==> config.mk <==
export PLATFORM = sky130hd
export DESIGN_NAME = alu_seq
export DESIGN_NICKNAME = d
export VERILOG_FILES = /design/src/rtl/alu_pkg.sv /design/src/rtl/alu_mul_seq.sv /design/src/rtl/alu_seq.sv
export SDC_FILE = /design/constraint.sdc
export NUM_CORES = 2
export LEC_CHECK = 0
export BUFFER_PORTS_ARGS = -buffer_cell sky130_fd_sc_hd__buf_2
export CORE_ASPECT_RATIO = 0.6
export CORE_MARGIN = 4
export CORE_UTILIZATION = 30
export CTS_CLUSTER_SIZE = 40
export DETAILED_ROUTE_END_ITERATION = 16
export SLEW_MARGIN = 30
export SYNTH_ARGS = -nofsm -noshare
export SYNTH_HDL_FRONTEND = slang
export SYNTH_SLANG_ARGS = --single-unit
==> constraint.sdc <==
create_clock -name clk -period 11.4 [get_ports clk]
set_clock_uncertainty 0.2 [all_clocks]
set_input_delay 0 -clock clk [delete_from_list [all_inputs] [get_ports clk]]
set_output_delay 0 -clock clk [all_outputs]
set_load 0.01 [all_outputs]
==> src/rtl/alu_pkg.sv <==
// +--------------------------------------------------------------------+
// | alu_pkg: opcode constants and FSM state type shared by alu_seq.    |
// | Revision: 1.0                                                      |
// +--------------------------------------------------------------------+
`default_nettype none

package alu_pkg;

    localparam logic [3:0] OP_AND = 4'b0000;
    localparam logic [3:0] OP_OR  = 4'b0001;
    localparam logic [3:0] OP_ADD = 4'b0010;
    localparam logic [3:0] OP_XOR = 4'b0011;
    localparam logic [3:0] OP_SLL = 4'b0100;
    localparam logic [3:0] OP_SRL = 4'b0101;
    localparam logic [3:0] OP_SUB = 4'b0110;
    localparam logic [3:0] OP_SLT = 4'b0111;
    localparam logic [3:0] OP_MUL = 4'b1000;

    typedef enum logic [1:0] {
        ST_IDLE = 2'd0,
        ST_MUL  = 2'd1,
        ST_DONE = 2'd2
    } state_e;

endpackage

`default_nettype wire

==> src/rtl/alu_mul_seq.sv <==
// +--------------------------------------------------------------------+
// | alu_mul_seq: iterative shift-add multiplier, MUL_STEP bits/cycle.  |
// | Revision: 1.0                                                      |
// +--------------------------------------------------------------------+
`default_nettype none

module alu_mul_seq #(
    parameter int WIDTH    = 64,
    parameter int MUL_STEP = 1
) (
    input  logic             clk,
    input  logic             rst_n,
    input  logic             start_i,
    input  logic [WIDTH-1:0] multiplicand_i,
    input  logic [WIDTH-1:0] multiplier_i,
    output logic             done_o,
    output logic [WIDTH-1:0] product_o
);

    localparam int N_STEPS = WIDTH / MUL_STEP;
    localparam int CNT_W   = $clog2(N_STEPS + 1);

    logic [WIDTH-1:0] mcand_q;
    logic [WIDTH-1:0] mplier_q;
    logic [WIDTH-1:0] acc_q;
    logic [CNT_W-1:0] cnt_q;
    logic [WIDTH-1:0] partial;

    // Partial product of the multiplicand and the low MUL_STEP multiplier bits.
    always_comb begin
        partial = '0;
        for (int i = 0; i < MUL_STEP; i++) begin
            if (mplier_q[i]) begin
                partial = partial + (mcand_q << i);
            end
        end
    end

    // Final step: the product is presented combinationally so the top can
    // register it on the same edge the counter retires its last step.
    assign product_o = acc_q + partial;
    assign done_o    = (cnt_q == CNT_W'(1));

    always_ff @(posedge clk) begin
        if (!rst_n) begin
            mcand_q  <= '0;
            mplier_q <= '0;
            acc_q    <= '0;
            cnt_q    <= '0;
        end else if (start_i) begin
            mcand_q  <= multiplicand_i;
            mplier_q <= multiplier_i;
            acc_q    <= '0;
            cnt_q    <= CNT_W'(N_STEPS);
        end else if (cnt_q != '0) begin
            mcand_q  <= mcand_q << MUL_STEP;
            mplier_q <= mplier_q >> MUL_STEP;
            acc_q    <= product_o;
            cnt_q    <= cnt_q - CNT_W'(1);
        end
    end

endmodule

`default_nettype wire

==> src/rtl/alu_seq.sv <==
// +--------------------------------------------------------------------+
// | alu_seq: handshaked ALU, single-cycle ops plus iterative MUL.      |
// | Optional overflow output: define ALU_SEQ_OVERFLOW_EN.              |
// | Revision: 1.0                                                      |
// +--------------------------------------------------------------------+
`default_nettype none

module alu_seq
    import alu_pkg::*;
#(
    parameter int WIDTH    = 64,
    parameter int MUL_STEP = 1
) (
    input  logic             clk,
    input  logic             rst_n,
    input  logic             in_valid,
    output logic             in_ready,
    input  logic [WIDTH-1:0] data1,
    input  logic [WIDTH-1:0] data2,
    input  logic [3:0]       op,
    output logic             out_valid,
    input  logic             out_ready,
    output logic [WIDTH-1:0] result,
    output logic             zero
`ifdef ALU_SEQ_OVERFLOW_EN
    ,
    output logic             overflow
`endif
);

    localparam int SHW = $clog2(WIDTH);

    state_e           state_q;
    state_e           state_d;
    logic [WIDTH-1:0] result_q;
    logic [WIDTH-1:0] result_d;
    logic [WIDTH-1:0] w_sum;
    logic [WIDTH-1:0] w_diff;
    logic [WIDTH-1:0] w_alu;
    logic             w_accept;
    logic             mul_start;
    logic             mul_done;
    logic [WIDTH-1:0] mul_product;

    assign in_ready  = (state_q == ST_IDLE) || ((state_q == ST_DONE) && out_ready);
    assign w_accept  = in_valid && in_ready;
    assign out_valid = (state_q == ST_DONE);
    assign result    = result_q;
    assign zero      = (result_q == '0);

    assign w_sum  = data1 + data2;
    assign w_diff = data1 - data2;

    always_comb begin
        w_alu = '0;
        unique case (op)
            OP_AND:  w_alu = data1 & data2;
            OP_OR:   w_alu = data1 | data2;
            OP_ADD:  w_alu = w_sum;
            OP_XOR:  w_alu = data1 ^ data2;
            OP_SLL:  w_alu = data1 << data2[SHW-1:0];
            OP_SRL:  w_alu = data1 >> data2[SHW-1:0];
            OP_SUB:  w_alu = w_diff;
            OP_SLT:  w_alu = {{(WIDTH-1){1'b0}}, ($signed(data1) < $signed(data2))};
            default: w_alu = '0;
        endcase
    end

`ifdef ALU_SEQ_OVERFLOW_EN
    logic ovf_q;
    logic ovf_d;
    logic w_ovf;

    always_comb begin
        w_ovf = 1'b0;
        if (op == OP_ADD) begin
            w_ovf = (data1[WIDTH-1] == data2[WIDTH-1]) && (w_sum[WIDTH-1] != data1[WIDTH-1]);
        end else if (op == OP_SUB) begin
            w_ovf = (data1[WIDTH-1] != data2[WIDTH-1]) && (w_diff[WIDTH-1] != data1[WIDTH-1]);
        end
    end

    assign overflow = ovf_q;
`endif

    // An accept can only occur in IDLE or DONE, so it overrides the
    // state-specific transition (DONE + accept is the back-to-back case).
    always_comb begin
        state_d   = state_q;
        result_d  = result_q;
        mul_start = 1'b0;
`ifdef ALU_SEQ_OVERFLOW_EN
        ovf_d     = ovf_q;
`endif
        unique case (state_q)
            ST_IDLE: ;
            ST_MUL: begin
                if (mul_done) begin
                    state_d  = ST_DONE;
                    result_d = mul_product;
`ifdef ALU_SEQ_OVERFLOW_EN
                    ovf_d    = 1'b0;
`endif
                end
            end
            ST_DONE: begin
                if (out_ready) begin
                    state_d = ST_IDLE;
                end
            end
            default: state_d = ST_IDLE;
        endcase

        if (w_accept) begin
            if (op == OP_MUL) begin
                state_d   = ST_MUL;
                mul_start = 1'b1;
            end else begin
                state_d  = ST_DONE;
                result_d = w_alu;
`ifdef ALU_SEQ_OVERFLOW_EN
                ovf_d    = w_ovf;
`endif
            end
        end
    end

    always_ff @(posedge clk) begin
        if (!rst_n) begin
            state_q  <= ST_IDLE;
            result_q <= '0;
`ifdef ALU_SEQ_OVERFLOW_EN
            ovf_q    <= 1'b0;
`endif
        end else begin
            state_q  <= state_d;
            result_q <= result_d;
`ifdef ALU_SEQ_OVERFLOW_EN
            ovf_q    <= ovf_d;
`endif
        end
    end

    alu_mul_seq #(
        .WIDTH    (WIDTH),
        .MUL_STEP (MUL_STEP)
    ) u_mul (
        .clk            (clk),
        .rst_n          (rst_n),
        .start_i        (mul_start),
        .multiplicand_i (data1),
        .multiplier_i   (data2),
        .done_o         (mul_done),
        .product_o      (mul_product)
    );

endmodule

`default_nettype wire

Word level (Yosys, flattened, before mapping)
Cells that the tools add are included.
{"block": "op_classes", "bitwise": 4, "shift": 2, "n_reduce_logical": 10, "mux": 19, "addsub": 4, "order_cmp": 1, "eq_ne": 14}
{"operator": "$mux W64", "n": 9}
{"operator": "$pmux W64 S8", "n": 1}
{"operator": "$add A64 B64 Y64", "n": 2}
{"operator": "$and A64 B64 Y64", "n": 1}
{"operator": "$logic_not A64 Y1", "n": 1}
{"operator": "$lt A64 B64 Y1", "n": 1}
{"operator": "$or A64 B64 Y64", "n": 1}
{"operator": "$shl A64 B6 Y64", "n": 1}
{"operator": "$shr A64 B6 Y64", "n": 1}
{"operator": "$sub A64 B64 Y64", "n": 1}
{"operator": "$xor A64 B64 Y64", "n": 1}
{"operator": "$eq A4 B3 Y1 const B", "n": 4}
{"operator": "$mux W7", "n": 2}
{"operator": "$eq A4 B2 Y1 const B", "n": 2}
{"operator": "$mux W2", "n": 4}
{"operator": "$eq A7 B1 Y1 const B", "n": 1}
{"operator": "$reduce_bool A7 Y1", "n": 1}
{"operator": "$sub A7 B1 Y7 const B", "n": 1}
{"operator": "$pmux W2 S3", "n": 1}
{"operator": "$eq A4 B1 Y1 const B", "n": 1}
{"operator": "$eq A4 B4 Y1 const B", "n": 1}
{"operator": "$logic_not A4 Y1", "n": 1}
{"operator": "$ne A3 B1 Y1 const B", "n": 1}
{"operator": "$ne A3 B3 Y1 const B", "n": 1}
{"operator": "other kinds (11)", "n": 13}
{"block": "word_totals", "out_inout_bits": 67, "regBits": 265, "word_cells": 61, "inputBits": 136}

Longest topological paths before layout
{"block": "logic_depth", "depth_word": 6, "mapped_depth": 17, "depth_no_buf": 15}

Cells and area by module
Synthesis repeated with hierarchy kept, for this count alone.
{"block": "hier_totals", "cells_unflattened": 5025, "area_unflattened_um2": 35097.4}
{"module": "alu_seq", "seq_area_each_um2": 1321.3, "cells_per_inst": 3205, "n_inst": 1, "area_per_inst_um2": 22260.1}
{"module": "alu_mul_seq", "seq_area_each_um2": 3983.8, "cells_per_inst": 1820, "n_inst": 1, "area_per_inst_um2": 12837.3}

Worst setup path before layout
OpenSTA, ideal clock, no wires.
{"block": "synth_path", "kind": "input -> register", "startpoint": "input port data2[1]", "endpoint": "register result_q[53], in the netlist result[53]", "setup_ps": 125, "t_arrival_ps": 3990, "stages": 17, "n_path_buf": 4, "t_required_ps": 11075, "slack_ps": 7085, "path_cell_list": "clkbuf_1 inv_1 buf_1 clkbuf_1 buf_1 ha_1 a211oi_1 o21a_1 a2111o_1 a21oi_2 nor3_1 o41ai_4 a31oi_2 o41ai_4 xnor2_1 o221a_1 o21ai_2"}
{"block": "synth_between", "elab_chain_len": 4, "elab_cells_between_ends": 7, "cone_classes": "add/sub (2); shift (2); mux (3)"}
{"element": "from (decl)", "line": "alu_seq.sv:19", "source": "input logic [WIDTH-1:0] data2,"}
{"element": "$sub A64 B64 Y64, or another cell as far along", "line": "alu_seq.sv:52", "source": "assign w_diff = data1 - data2;"}
{"element": "$pmux W64 S8 *", "line": "alu_seq.sv:56", "source": "unique case (op)"}
{"element": "$mux W64 *", "line": "alu_seq.sv:115", "source": "if (op == OP_MUL) begin"}
{"element": "$mux W64 *", "line": "alu_seq.sv:114", "source": "if (w_accept) begin"}
{"element": "to (signal assigned)", "line": "alu_seq.sv:137", "source": "result_q <= result_d;"}
{"element": "to (decl)", "line": "alu_seq.sv:35", "source": "logic [WIDTH-1:0] result_q;"}
Every way passes the cells marked *; elsewhere a longest branch is shown, timed or not.
A chain may end at the register's enable or synchronous reset.

Final worst setup path
{"block": "layout_path", "startpoint": "register u_mul.mplier_q[0]", "endpoint": "register result_q[51], in the netlist result[51]"}
{"block": "layout_between", "elab_chain_len": 6}
{"element": "from (decl)", "line": "alu_mul_seq.sv:24", "source": "logic [WIDTH-1:0] mplier_q;"}
{"element": "from (signal assigned)", "line": "alu_mul_seq.sv:52", "source": "mplier_q <= multiplier_i;"}
{"element": "from (signal assigned)", "line": "alu_mul_seq.sv:57", "source": "mplier_q <= mplier_q >> MUL_STEP;"}
{"element": "$mux W64 *", "line": "alu_mul_seq.sv:33", "source": "if (mplier_q[i]) begin"}
{"element": "$add A64 B64 Y64 *", "line": "alu_mul_seq.sv:41", "source": "assign product_o = acc_q + partial;"}
{"element": "$mux W64 *", "line": "alu_seq.sv:98", "source": "if (mul_done) begin"}
{"element": "$mux W64 *", "line": "alu_seq.sv:95", "source": "unique case (state_q)"}
{"element": "$mux W64", "line": "alu_seq.sv:115"}
{"element": "$mux W64 *", "line": "alu_seq.sv:114"}
Marked as above.

==> impl_metrics.env <==
export IMPL_final_hold_violation_count=0
export IMPL_cts_buffers_inserted=29
export IMPL_overflow=0
export IMPL_viasPerCell=6.219
export IMPL_first_global_vias=37140
export IMPL_fp_dieH_um=267.9
export IMPL_die_x_um=441.2
export IMPL_max_freq_ghz=0.1886
export IMPL_syn_instance_count=5037
export IMPL_vdd_ir_drop_worst_mv=0.1664
export IMPL_netlist_area_sq_um=33770
export IMPL_vias=41290
export IMPL_pwr_density_cell_nw_per_um2=109.3
export IMPL_ys_seq_area_share_pct=15.71
export IMPL_final_area_sq_um=38520
export IMPL_tightest_slew_ns=1.106
export IMPL_wl_per_cell_um=30.90
export IMPL_p_total_uw=4209
export IMPL_antenna_found_initial=19
export IMPL_period_share_pct=46.51
export IMPL_start_util_pct=30.19
export IMPL_layout_commonest_cell="nand2_1"
export IMPL_drtAntennaViolNets=0
export IMPL_slew_violations=0
export IMPL_h_tree_depth=1
export IMPL_io_buffers=202
export IMPL_die_area_sq_um=118200
export IMPL_worstSetupStartpointType="flop"
export IMPL_worstPathArrival_ns=5.61
export IMPL_num_io_pins=203
export IMPL_cp_max_fo=65
export IMPL_track_usage_pct=33.00
export IMPL_cap_violations=0
export IMPL_async_flop_share_pct=0
export IMPL_final_cell_mix="688 x nand2_1, 647 x nor2_1, 624 x a21oi_1, 264 x dfxtp_1, 260 x ha_1"
export IMPL_cp_required_ns=11.71
export IMPL_drc=0
export IMPL_yosysWarnings=0
export IMPL_rsz0062_at_grt="false"
export IMPL_synthToLayoutAreaGrowth_pct=14.06
export IMPL_routed_wl_um=205200
export IMPL_placement_cell_area_sq_um=35880
export IMPL_hold_path_class="in -> reg"
export IMPL_grt_max_degree=155
export IMPL_cts_setup_buffers=0
export IMPL_crit_type="reg -> reg"
export IMPL_synth_seq_cells=265
export IMPL_root_buffer="clkbuf_16"
export IMPL_synth_cell_type_count=93
export IMPL_slew_headroom_pct=25.66
export IMPL_fin_tns_setup_ns=0
export IMPL_synth_flop_cell="dfxtp_1"
export IMPL_clk_pin_slew_ns=0.07
export IMPL_syn_nets=5436
export IMPL_p_leak_uw=0.01538
export IMPL_status="complete, no violations"
export IMPL_drive_above_1_share_pct=9.135
export IMPL_dr_pass1_iters=7
export IMPL_synth_edf_count=0
export IMPL_drt_iter0_markers=6205
export IMPL_cts_sinks=265
export IMPL_end_kind="flop"
export IMPL_cts_buffer_depth=3
export IMPL_gp_congestion=1.093
export IMPL_nNetsFinal=5510
export IMPL_fp_coreArea_sq_um=111900
export IMPL_clk_latency_ns=0.64
export IMPL_utilization_pct=34.44
export IMPL_cts_tree="done"
export IMPL_avgSynthCellArea_sq_um=6.705
export IMPL_setup_viol=0
export IMPL_dp_hpwl_um=162100
export IMPL_grt_first_pass_wirelength_um=284900
export IMPL_period_needed_ns=5.303
export IMPL_row_count=95
==> cells by family (layout without fill, tap and decap cells) <==
family,after synthesis,in the layout,share of synthesized area [%]
fa+ha+maj,263,263,9.811
flops,265,265,15.71
simple gates,1811,1811,23.34
mux,277,277,9.122
compound gates,1688,1688,32.27
other cells,0,3,0
buf+inv,633,730,7.154
xor+xnor,100,100,2.593
==> synth_stat cells, drive strengths merged, types with 60 or more instances <==
cell type	instances	area (sq um)
mux2i	202	2022
nand4	64	400.4
ha	260	3253
nor2	651	2444
a21oi	628	3154
clkbuf	319	1197
nand2	693	2601
o21ai	269	1350
xnor2	78	683.2
o22ai	61	381.6
and2	87	544.3
a211oi	90	675.7
nand3	60	300.3
nor3	62	310.3
nor4	63	394.1
buf	72	310.3
dfxtp	265	5305
inv	237	889.6
a311oi	132	1156
==> flip-flops by register name, indices dropped and copies added, names as in the netlist <==
| signal | cells |
|---|---|
| u_mul.cnt_q | 7 |
| u_mul.mcand_q | 64 |
| state_q | 2 |
| result | 64 |
| u_mul.acc_q | 64 |
| u_mul.mplier_q | 64 |
==> power by group <==
group / switching (uW) / leakage, uW / internal, uW
clock network: 469 / 0.000499 / 612
registers: 54.9 / 0.00215 / 986
logic: 1560 / 0.0127 / 530
total: 2080 / 0.0154 / 2130
==> through the flow <==
stage,std cells,setup WS [ns],hold WS [ns]
floorplan,5037,7.085,-0.06399
detailed placement,6427,6.358,0.09203
CTS,6637,6.324,0.0006995
global placement,6427,6.437,0.09132
finish,6640,6.097,0.04357
global route,6638,5.957,0.05718
==> metal layers <==
layer  GRT usage, %  vias up  share of wire (%)
met5              0        -              0.090
met4          10.68       28                4.0
met3          10.88      364                 13
met2          44.09     2654                 38
met1          48.83    19880                 45
li1               -    18370                  -
==> timing repair <==
action / CTS / global route
resized for setup: 0 / 0
setup endpoints to repair: 0 / 0
hold buffers: 156 / 0
hold endpoints to repair: 156 / 0
==> cell type report <==
cell class	instances	area, sq um
fillers	12190	73330
well taps	1503	1881
flip-flops and latches	265	5306
repair buffers	434	3187
diodes	3	7.507
clock inverters	16	234.0
multi-input cells	4139	26190
clock buffers	38	799.5
inverters	242	914.6
==> critical path, stage by stage, from the launching register on <==
cell	delay [ns]
dfxtp_2	0.32
buf_4	0.50
and2_1	0.23
ha_1	0.30
a21oi_1	0.22
o21ai_0	0.22
a221oi_1	0.42
o211ai_1	0.15
a31oi_1	0.61
o21ai_1	0.34
a31oi_1	0.76
o31ai_1	0.15
xor2_1	0.20
a22o_1	0.27
a31o_1	0.19
==> final timing paths <==
check	slack, ns	depth (start not counted)	start	endpoint
worst max-delay path	6.10	14	u_mul.mplier_q[0]	result[51]
worst min-delay path	0.04	4	data2[8]	u_mul.mplier_q[8]
worst max register to register	6.10	14	u_mul.mplier_q[0]	result[51]
worst min register to register	0.25	2	u_mul.acc_q[61]	u_mul.acc_q[61]
(Power assumes the default switching activity.)
